## config.mk

```make
export PLATFORM = sky130hd
export DESIGN_NAME = multicycle_ctrl
export DESIGN_NICKNAME = d
export VERILOG_FILES = /design/src/rtl/mc_ctrl_pkg.sv /design/src/rtl/mc_wait_timer.sv /design/src/rtl/multicycle_ctrl.sv
export SDC_FILE = /design/constraint.sdc
export NUM_CORES = 1
export LEC_CHECK = 0
export CAP_MARGIN = 20
export CORE_ASPECT_RATIO = 2
export CORE_UTILIZATION = 35
export DETAILED_ROUTE_END_ITERATION = 8
export PLACE_DENSITY = 0.71
export SETUP_SLACK_MARGIN = 0.1
export SLEW_MARGIN = 10
export SYNTH_ARGS = -nofsm -noshare
export SYNTH_HDL_FRONTEND = slang
export SYNTH_SLANG_ARGS = --single-unit
```

## constraint.sdc

```tcl
create_clock -name clk_i -period 2.15 [get_ports clk_i]
set_clock_uncertainty 0.15 [all_clocks]
set_input_delay 0.5375 -clock clk_i [delete_from_list [all_inputs] [get_ports clk_i]]
set_output_delay 0.5375 -clock clk_i [all_outputs]
set_load 0.02 [all_outputs]
```

## src/rtl/mc_ctrl_pkg.sv

```systemverilog
// Shared types and constants for the multi-cycle MIPS control sequencer.
// Includes the state encoding, opcodes, datapath select codes and the per-state Moore output table.
package mc_ctrl_pkg;

  localparam int TIMER_W = 8;

  typedef enum logic [3:0] {
    ST_FETCH    = 4'd0,
    ST_DECODE   = 4'd1,
    ST_MEM_ADDR = 4'd2,
    ST_MEM_RD   = 4'd3,
    ST_MEM_WB   = 4'd4,
    ST_MEM_WR   = 4'd5,
    ST_R_EXEC   = 4'd6,
    ST_R_WB     = 4'd7,
    ST_BRANCH   = 4'd8,
    ST_JUMP     = 4'd9,
    ST_I_EXEC   = 4'd10,
    ST_I_WB     = 4'd11,
    ST_HALT     = 4'd15
  } state_t;

  localparam logic [5:0] OP_RTYPE = 6'b000000;
  localparam logic [5:0] OP_LW    = 6'b100011;
  localparam logic [5:0] OP_SW    = 6'b101011;
  localparam logic [5:0] OP_BEQ   = 6'b000100;
  localparam logic [5:0] OP_ADDI  = 6'b001000;
  localparam logic [5:0] OP_J     = 6'b000010;

  localparam logic [1:0] ALUOP_ADD   = 2'd0;
  localparam logic [1:0] ALUOP_SUB   = 2'd1;
  localparam logic [1:0] ALUOP_FUNCT = 2'd2;

  localparam logic [1:0] SRCB_RT      = 2'd0;
  localparam logic [1:0] SRCB_FOUR    = 2'd1;
  localparam logic [1:0] SRCB_IMM     = 2'd2;
  localparam logic [1:0] SRCB_IMM_SH2 = 2'd3;

  localparam logic [1:0] PCSRC_ALU    = 2'd0;
  localparam logic [1:0] PCSRC_ALUOUT = 2'd1;
  localparam logic [1:0] PCSRC_JUMP   = 2'd2;

  typedef struct packed {
    logic       pc_en;
    logic [1:0] pc_src;
    logic       iord;
    logic       mem_read;
    logic       mem_write;
    logic       reg_dst;
    logic       mem_to_reg;
    logic       reg_write;
    logic       alu_src_a;
    logic [1:0] alu_src_b;
    logic [1:0] alu_op;
  } ctrl_t;

  // Outputs that depend only on the state; ready/zero qualified enables are added in the top.
  function automatic ctrl_t state_ctrl(input state_t s);
    ctrl_t c;
    c = '0;
    case (s)
      ST_FETCH: begin
        c.mem_read  = 1'b1;
        c.alu_src_b = SRCB_FOUR;
        c.alu_op    = ALUOP_ADD;
        c.pc_src    = PCSRC_ALU;
      end
      ST_DECODE: c.alu_src_b = SRCB_IMM_SH2;
      ST_MEM_ADDR, ST_I_EXEC: begin
        c.alu_src_a = 1'b1;
        c.alu_src_b = SRCB_IMM;
        c.alu_op    = ALUOP_ADD;
      end
      ST_MEM_RD: begin
        c.mem_read = 1'b1;
        c.iord     = 1'b1;
      end
      ST_MEM_WB: begin
        c.reg_write  = 1'b1;
        c.mem_to_reg = 1'b1;
      end
      ST_MEM_WR: begin
        c.mem_write = 1'b1;
        c.iord      = 1'b1;
      end
      ST_R_EXEC: begin
        c.alu_src_a = 1'b1;
        c.alu_src_b = SRCB_RT;
        c.alu_op    = ALUOP_FUNCT;
      end
      ST_R_WB: begin
        c.reg_write = 1'b1;
        c.reg_dst   = 1'b1;
      end
      ST_I_WB: c.reg_write = 1'b1;
      ST_BRANCH: begin
        c.alu_src_a = 1'b1;
        c.alu_src_b = SRCB_RT;
        c.alu_op    = ALUOP_SUB;
        c.pc_src    = PCSRC_ALUOUT;
      end
      ST_JUMP: begin
        c.pc_src = PCSRC_JUMP;
        c.pc_en  = 1'b1;
      end
      default: c = '0;
    endcase
    return c;
  endfunction

endpackage

```

## src/rtl/mc_wait_timer.sv

```systemverilog
// Bounded memory-wait counter: counts consecutive stalled cycles of a memory state
// and flags a timeout on the WAIT_MAX-th stalled cycle.
module mc_wait_timer
  import mc_ctrl_pkg::*;
#(
  parameter int WAIT_MAX = 8
) (
  input  logic clk,
  input  logic rst_n,
  input  logic waiting,
  output logic timeout
);

  localparam logic [TIMER_W-1:0] LIMIT = TIMER_W'(WAIT_MAX - 1);

  logic [TIMER_W-1:0] count;

  // Any non-stalled cycle clears, so every new memory state starts from zero.
  always_ff @(posedge clk or negedge rst_n) begin
    if (!rst_n) begin
      count <= '0;
    end else if (waiting) begin
      count <= count + TIMER_W'(1);
    end else begin
      count <= '0;
    end
  end

  assign timeout = waiting && (count == LIMIT);

endmodule

```

## src/rtl/multicycle_ctrl.sv

```systemverilog
// Control FSM for the multi-cycle MIPS datapath (fetch/decode/execute/mem/writeback).
// Define MULTICYCLE_CTRL_JUMP_EN to enable the j instruction; otherwise opcode 000010 halts.
module multicycle_ctrl
  import mc_ctrl_pkg::*;
#(
  parameter int WAIT_MAX = 8
) (
  input  logic       clk_i,
  input  logic       rst_i,
  input  logic [5:0] op_i,
  input  logic       mem_ready_i,
  input  logic       zero_i,
  output logic       pc_en_o,
  output logic [1:0] pc_src_o,
  output logic       iord_o,
  output logic       mem_read_o,
  output logic       mem_write_o,
  output logic       ir_write_o,
  output logic       reg_dst_o,
  output logic       mem_to_reg_o,
  output logic       reg_write_o,
  output logic       alu_src_a_o,
  output logic [1:0] alu_src_b_o,
  output logic [1:0] alu_op_o,
  output logic [3:0] state_o,
  output logic       err_o
);

  state_t state;
  state_t nxt;
  ctrl_t  ctrl_q;
  logic   err_q;
  logic   mem_req;
  logic   accept;
  logic   waiting;
  logic   timeout;
  logic   fetch_accept;

  // A request is outstanding exactly in memory states; the first post-reset FETCH cycle has none.
  assign mem_req = ctrl_q.mem_read | ctrl_q.mem_write;
  assign accept  = mem_req & mem_ready_i;
  assign waiting = mem_req & ~mem_ready_i;

  mc_wait_timer #(
    .WAIT_MAX(WAIT_MAX)
  ) u_timer (
    .clk    (clk_i),
    .rst_n  (rst_i),
    .waiting(waiting),
    .timeout(timeout)
  );

  always_comb begin
    nxt = state;
    case (state)
      ST_FETCH: begin
        if (accept)       nxt = ST_DECODE;
        else if (timeout) nxt = ST_HALT;
      end
      ST_DECODE: begin
        case (op_i)
          OP_RTYPE:     nxt = ST_R_EXEC;
          OP_LW, OP_SW: nxt = ST_MEM_ADDR;
          OP_BEQ:       nxt = ST_BRANCH;
          OP_ADDI:      nxt = ST_I_EXEC;
`ifdef MULTICYCLE_CTRL_JUMP_EN
          OP_J:         nxt = ST_JUMP;
`else
          OP_J:         nxt = ST_HALT;
`endif
          default:      nxt = ST_HALT;
        endcase
      end
      ST_MEM_ADDR: nxt = (op_i == OP_SW) ? ST_MEM_WR : ST_MEM_RD;
      ST_MEM_RD: begin
        if (accept)       nxt = ST_MEM_WB;
        else if (timeout) nxt = ST_HALT;
      end
      ST_MEM_WR: begin
        if (accept)       nxt = ST_FETCH;
        else if (timeout) nxt = ST_HALT;
      end
      ST_MEM_WB: nxt = ST_FETCH;
      ST_R_EXEC: nxt = ST_R_WB;
      ST_R_WB:   nxt = ST_FETCH;
      ST_I_EXEC: nxt = ST_I_WB;
      ST_I_WB:   nxt = ST_FETCH;
      ST_BRANCH: nxt = ST_FETCH;
`ifdef MULTICYCLE_CTRL_JUMP_EN
      ST_JUMP:   nxt = ST_FETCH;
`else
      ST_JUMP:   nxt = ST_HALT;
`endif
      ST_HALT:   nxt = ST_HALT;
      default:   nxt = ST_HALT;
    endcase
  end

  // Outputs are registered from the next state so they line up with the state they belong to.
  always_ff @(posedge clk_i or negedge rst_i) begin
    if (!rst_i) begin
      state  <= ST_FETCH;
      ctrl_q <= '0;
      err_q  <= 1'b0;
    end else begin
      state  <= nxt;
      ctrl_q <= state_ctrl(nxt);
      err_q  <= err_q | (nxt == ST_HALT);
    end
  end

  assign fetch_accept = (state == ST_FETCH) & accept;

  assign pc_en_o      = rst_i & (ctrl_q.pc_en | fetch_accept | ((state == ST_BRANCH) & zero_i));
  assign ir_write_o   = rst_i & fetch_accept;
  assign pc_src_o     = ctrl_q.pc_src;
  assign iord_o       = ctrl_q.iord;
  assign mem_read_o   = ctrl_q.mem_read;
  assign mem_write_o  = ctrl_q.mem_write;
  assign reg_dst_o    = ctrl_q.reg_dst;
  assign mem_to_reg_o = ctrl_q.mem_to_reg;
  assign reg_write_o  = ctrl_q.reg_write;
  assign alu_src_a_o  = ctrl_q.alu_src_a;
  assign alu_src_b_o  = ctrl_q.alu_src_b;
  assign alu_op_o     = ctrl_q.alu_op;
  assign state_o      = state;
  assign err_o        = err_q;

endmodule

```

-- After elaboration in Yosys (flattened, before gate mapping)
Index checks and enable logic that the tools add are counted.
Widths: inputs -> output; s select.
- flip-flop bits (word level): 27
- bits in latches: 0
- RAM bits: 0
- memory bits (read-only): 0
- input port bits: 10
- output and inout port bits: 20
- word-level logic and storage cells: 83
- memories kept: 0
- add/subtract/negate cells: 1
- $mul: 0
- div/mod/pow operators: 0
- magnitude comparators: 0
- equal/unequal tests: 27
- shift-type cells: 0
- multiplexer cells: 19
- bitwise operators: 11
- reductions and logical operators: 11
- operators with widths (cell ; number):
    $eq 4x3->1 const B ; 8
    $eq 4x4->1 const B ; 8
    $pmux 4 s8 ; 1
    $eq 4x2->1 const B ; 4
    $mux 4 ; 4
    $pmux 4 s4 ; 1
    $eq 6x6->1 const B ; 2
    $add 8x1->8 const B ; 1
    $eq 4x1->1 const B ; 2
    $eq 8x3->1 const B ; 1
    $logic_not 4->1 ; 2
    $mux 1 ; 8
    $mux 8 ; 1
    $pmux 2 s2 ; 2
    $reduce_or 2->1 ; 4
    $reduce_or 4->1 ; 2
    $and 1x1->1 ; 6
    $eq 6x3->1 const B ; 1
    $eq 6x4->1 const B ; 1
    $logic_not 6->1 ; 1
    $pmux 2 s3 ; 1
    $or 1x1->1 ; 4
    $mux 3 ; 1
    $reduce_or 3->1 ; 1
    other kinds (2) ; 2

-- Depth between registers and ports, before layout
- depth in word-level cells: 9
- mapped depth: 8
- depth with buffers taken out: 7

-- Modules after synthesis
A second synthesis with hierarchy kept.
- cell total of the unflattened synthesis: 134
- area total of the unflattened synthesis: 1383.8 um^2
- modules (own cells, without submodules) (module ; times used ; cells each ; area each (um^2) ; sequential area each (um^2)):
    multicycle_ctrl ; 1 ; 99 ; 989.7 ; 425.4
    mc_wait_timer ; 1 ; 35 ; 394.1 ; 200.2

-- Worst setup path after synthesis
OpenSTA, ideal clock, no wires.
- path kind: in2reg
- from: input port op_i[1]
- to: register ctrl_q, in the netlist iord_o
- setup time: 80 ps
- data arrival time: 2043 ps
- required time: 1920 ps
- setup slack: -124 ps
- stages: 6
- buffers on the path: 0
- cells stage by stage: or4_4 or4_4 a21oi_4 a211oi_4 xor2_1 nor3_2
- longest elaborated chain between the ends: 7
- elaborated cells on any way between the ends: 13
- those cells by class: eq/ne: 6; mux: 4; reduce/logical: 3
- RTL lines (element ; line ; RTL):
    from (decl) ; multicycle_ctrl.sv:10 ; input logic [5:0] op_i,
    $eq 6x6->1 (on tied branches) ; multicycle_ctrl.sv:61, multicycle_ctrl.sv:74 ;
    $reduce_or 2->1 ; multicycle_ctrl.sv:61 ; case (op_i)
    $pmux 4 s4 ; multicycle_ctrl.sv:61 ;
    $pmux 4 s8 * ; multicycle_ctrl.sv:55 ; case (state)
    $eq 4x3->1 / $eq 4x2->1 (equally long branches) ; mc_ctrl_pkg.sv:61 ; case (s)
    $reduce_or 2->1 (no source line) * ; -- ;
    $mux 1 * ; mc_ctrl_pkg.sv:61 ;
    to (signal assigned) ; multicycle_ctrl.sv:107 ; ctrl_q <= state_ctrl(nxt);
    to (decl) ; multicycle_ctrl.sv:31 ; ctrl_t ctrl_q;
Every way passes the cells marked *; elsewhere a longest branch is shown, timed or not.

-- Final worst setup path
- from: input port op_i[4]
- to: register ctrl_q, in the netlist iord_o
The elaborated chain is that of the path after synthesis.

==> run metrics <==
aggregate global routing overflow=0; clock-pin transition on the worst setup and hold timing paths=90 ps; Warnings, synthesis=0; Peak VDD IR=0.3139 mV; IO buf count=29; drt pass-1 iters=5; H-tree depth=1; flops & latches, synth=26; DIE AREA=4243 µm²; Worst Slack Setup Final=-79.46 ps; switching share of power=19.38%; Worst Setup EP=iord_o; CTS tree=built; core area=3844 µm²; worst reg-to-reg path cell count=8; P per Cell Area=433.5 nW/µm²; synthesis-to-layout area growth=58.96%; final WL=3.865 mm; clock power share=42.1%; IO Pins=30; Via density=5.085; Final #Nets=221; Residual DRC=0; gr usage total=19.60%; post-DP HPWL=2.950 mm; Hold Crit Class=flop to flop; EDFF count, synth=0; largest net degree at the start of global routing=27; Tcrit/Tclk final=103.7%; critical path type=input pin to flop; Required @ worst endpoint=2200 ps; Synth Flop Type=dfrtp_1; synthesized area per cell=9.653 µm²; crit path launch=op_i[4]; Root Buffer=clkbuf_8; Worst R2R Start=u_timer.count[3]; fin area=2210 µm²; Starting Density=36.17%; sw power=0.1856 mW; synthesized instance count=144; diodes inserted=0; Sequential Power Share=51.3%; Post-DRT Antenna Nets=0; failing checks=setup timing; max cap viols=0; dpl cell area=1914 µm²; combinational share of power=6.7%; post-route insts no fill=260; P_leak=0.9857 nW; CTS sink cnt=26; Slew Viols, Final=0; Final min period=2229 ps; setup_tns=-410.9 ps; initial antenna violation count=0; R2R Setup Slk=-80 ps; Seq/Total Area, Yosys=46.80%; Rows=32; type of origin of the critical path=input pin; via count=1322; Achievable Freq=448.5 MHz; TritonCTS Buffers=3; status=complete, but fails checks; most common cell after layout, fill and taps aside=buf_4; FFs w/ async S/R, synth=100.0%; post-synth cell types=44; wire length per cell=14.87 µm; routability congestion estimate=0.8978; final hold violations=0; vias in the first global route=1423; die width=46.56 µm; global-route wire length before repair=6.044 mm; unrepaired setup endpoints after global routing=yes; most frequent cells in the layout=37 x buf_4, 26 x dfrtp_1, 15 x nor2_1; reg-to-reg critical path endpoint=mem_read_o; arrival time worst endpoint=2280 ps; P_int=0.7722 mW; Clock Latency Late Sink=270 ps; share of cells above drive strength 1=39.71%; setup violators final=6; Critical Path Fanout Max=6; 1st-iter DRT viols=48; synthesized area=1390 µm²; CTS Buffer Depth=2; chip height=91.13 µm; Placed Cells=245; Worst setup EP type=flop
## cells by family (layout without fill, tap and decap cells)
group                    Yosys count  after routing  synth area share, %
AO/OA/AOI/OAI                     37             37                20.16
XOR/XNOR                           9              9                5.670
adder cells (fa/ha/maj)            1              1               0.8999
buffers and inverters             19             83                6.930
flip-flops                        26             26                46.80
other                              1              2               0.2698
AND/OR/NAND/NOR                   51             51                19.26
## how the worst min path moves through the flow
stage	start	to	slack, ps	cells past startpoint
global placement	err_o	err_o	310	1
floorplan	rst_i	alu_op_o[0]	90	0
detailed placement	err_o	err_o	330	1
finish	err_o	err_o	340	1
CTS	err_o	err_o	350	1
global route	err_o	err_o	380	1
## cell type report
class / instances / area, µm²
Fill cell: 345 / 1634
Multi-Input combinational cell: 100 / 785.8
Sequential cell: 26 / 650.6
Timing Repair Buffer: 70 / 604.3
Tap cell: 51 / 63.81
Clock buffer: 3 / 41.29
Inverter: 9 / 33.78
Clock inverter: 1 / 30.03
## per-layer routing
metal,GRT usage [%],routed length (µm),vias up
met5,0,0,-
met4,9.804,133,0
met3,0.7952,84,13
met2,38.43,2372,37
met1,17.66,1274,643
li1,-,-,629
## power groups by stage
stage / clock network [mW] / registers (mW) / logic [mW]
after global routing: 0.428 / 0.491 / 0.0699
after floorplan: 0 / 0.501 / 0.0156
after global placement: 0 / 0.501 / 0.0570
after detailed placement: 0 / 0.501 / 0.0591
after CTS: 0.410 / 0.491 / 0.0618
final: 0.403 / 0.491 / 0.0638
## synth_stat cells, types with 2 or more instances
| library cell | n | area (µm²) |
|---|---|---|
| dfrtp_1 | 26 | 650.6 |
| nor2_1 | 20 | 75.07 |
| inv_1 | 9 | 33.78 |
| nand3_1 | 7 | 35.03 |
| o21ai_0 | 7 | 35.03 |
| a21oi_1 | 6 | 30.03 |
| buf_4 | 6 | 45.04 |
| nor3_1 | 5 | 25.02 |
| xor2_1 | 5 | 43.79 |
| a31oi_1 | 4 | 25.02 |
| nand2_1 | 4 | 15.01 |
| xnor2_1 | 4 | 35.03 |
| o211ai_1 | 3 | 22.52 |
| o21a_1 | 3 | 22.52 |
| and2b_1 | 2 | 15.01 |
| and3_1 | 2 | 12.51 |
| clkbuf_1 | 2 | 7.510 |
| nor4_1 | 2 | 12.51 |
| or4_4 | 2 | 22.52 |
## repair_timing
| action | CTS | global route |
|---|---|---|
| hold buffers | 0 | 0 |
| resized for setup | 49 | 19 |
| endpoints found under the setup margin | 20 | 16 |
| pin swaps | 10 | 12 |
| gates cloned | 0 | 0 |
| buffers inserted | 9 | 3 |
## through the flow
step	setup slack (ps)	hold slack (ps)	power [mW]	utilization, %
3_5_place_dp	-719.1	329.2	0.5598	49.80
6_report	-79.46	343.8	0.9578	57.49
2_1_floorplan	-97.84	91.91	0.5163	-
5_1_grt	-185.5	381.1	0.9892	57.49
4_1_cts	-162.1	352.7	0.9627	55.05
3_3_place_gp	-668.8	312.7	0.5576	49.80
## sequential cells by signal (all words and copies together), names as in the netlist, 2 cells and up
| signal | count |
|---|---|
| alu_src_b_o | 2 |
| alu_op_o | 2 |
| state_o | 4 |
| u_timer.count | 8 |
## worst max-delay path, cell delays in order
cell      delay [ps]
buf_6             90
or4_4            540
or4_4            440
a21oi_4          160
a211oi_4          60
buf_6            160
xor2_2           170
nor3_2           100
Power figures use the tool's default switching activity.
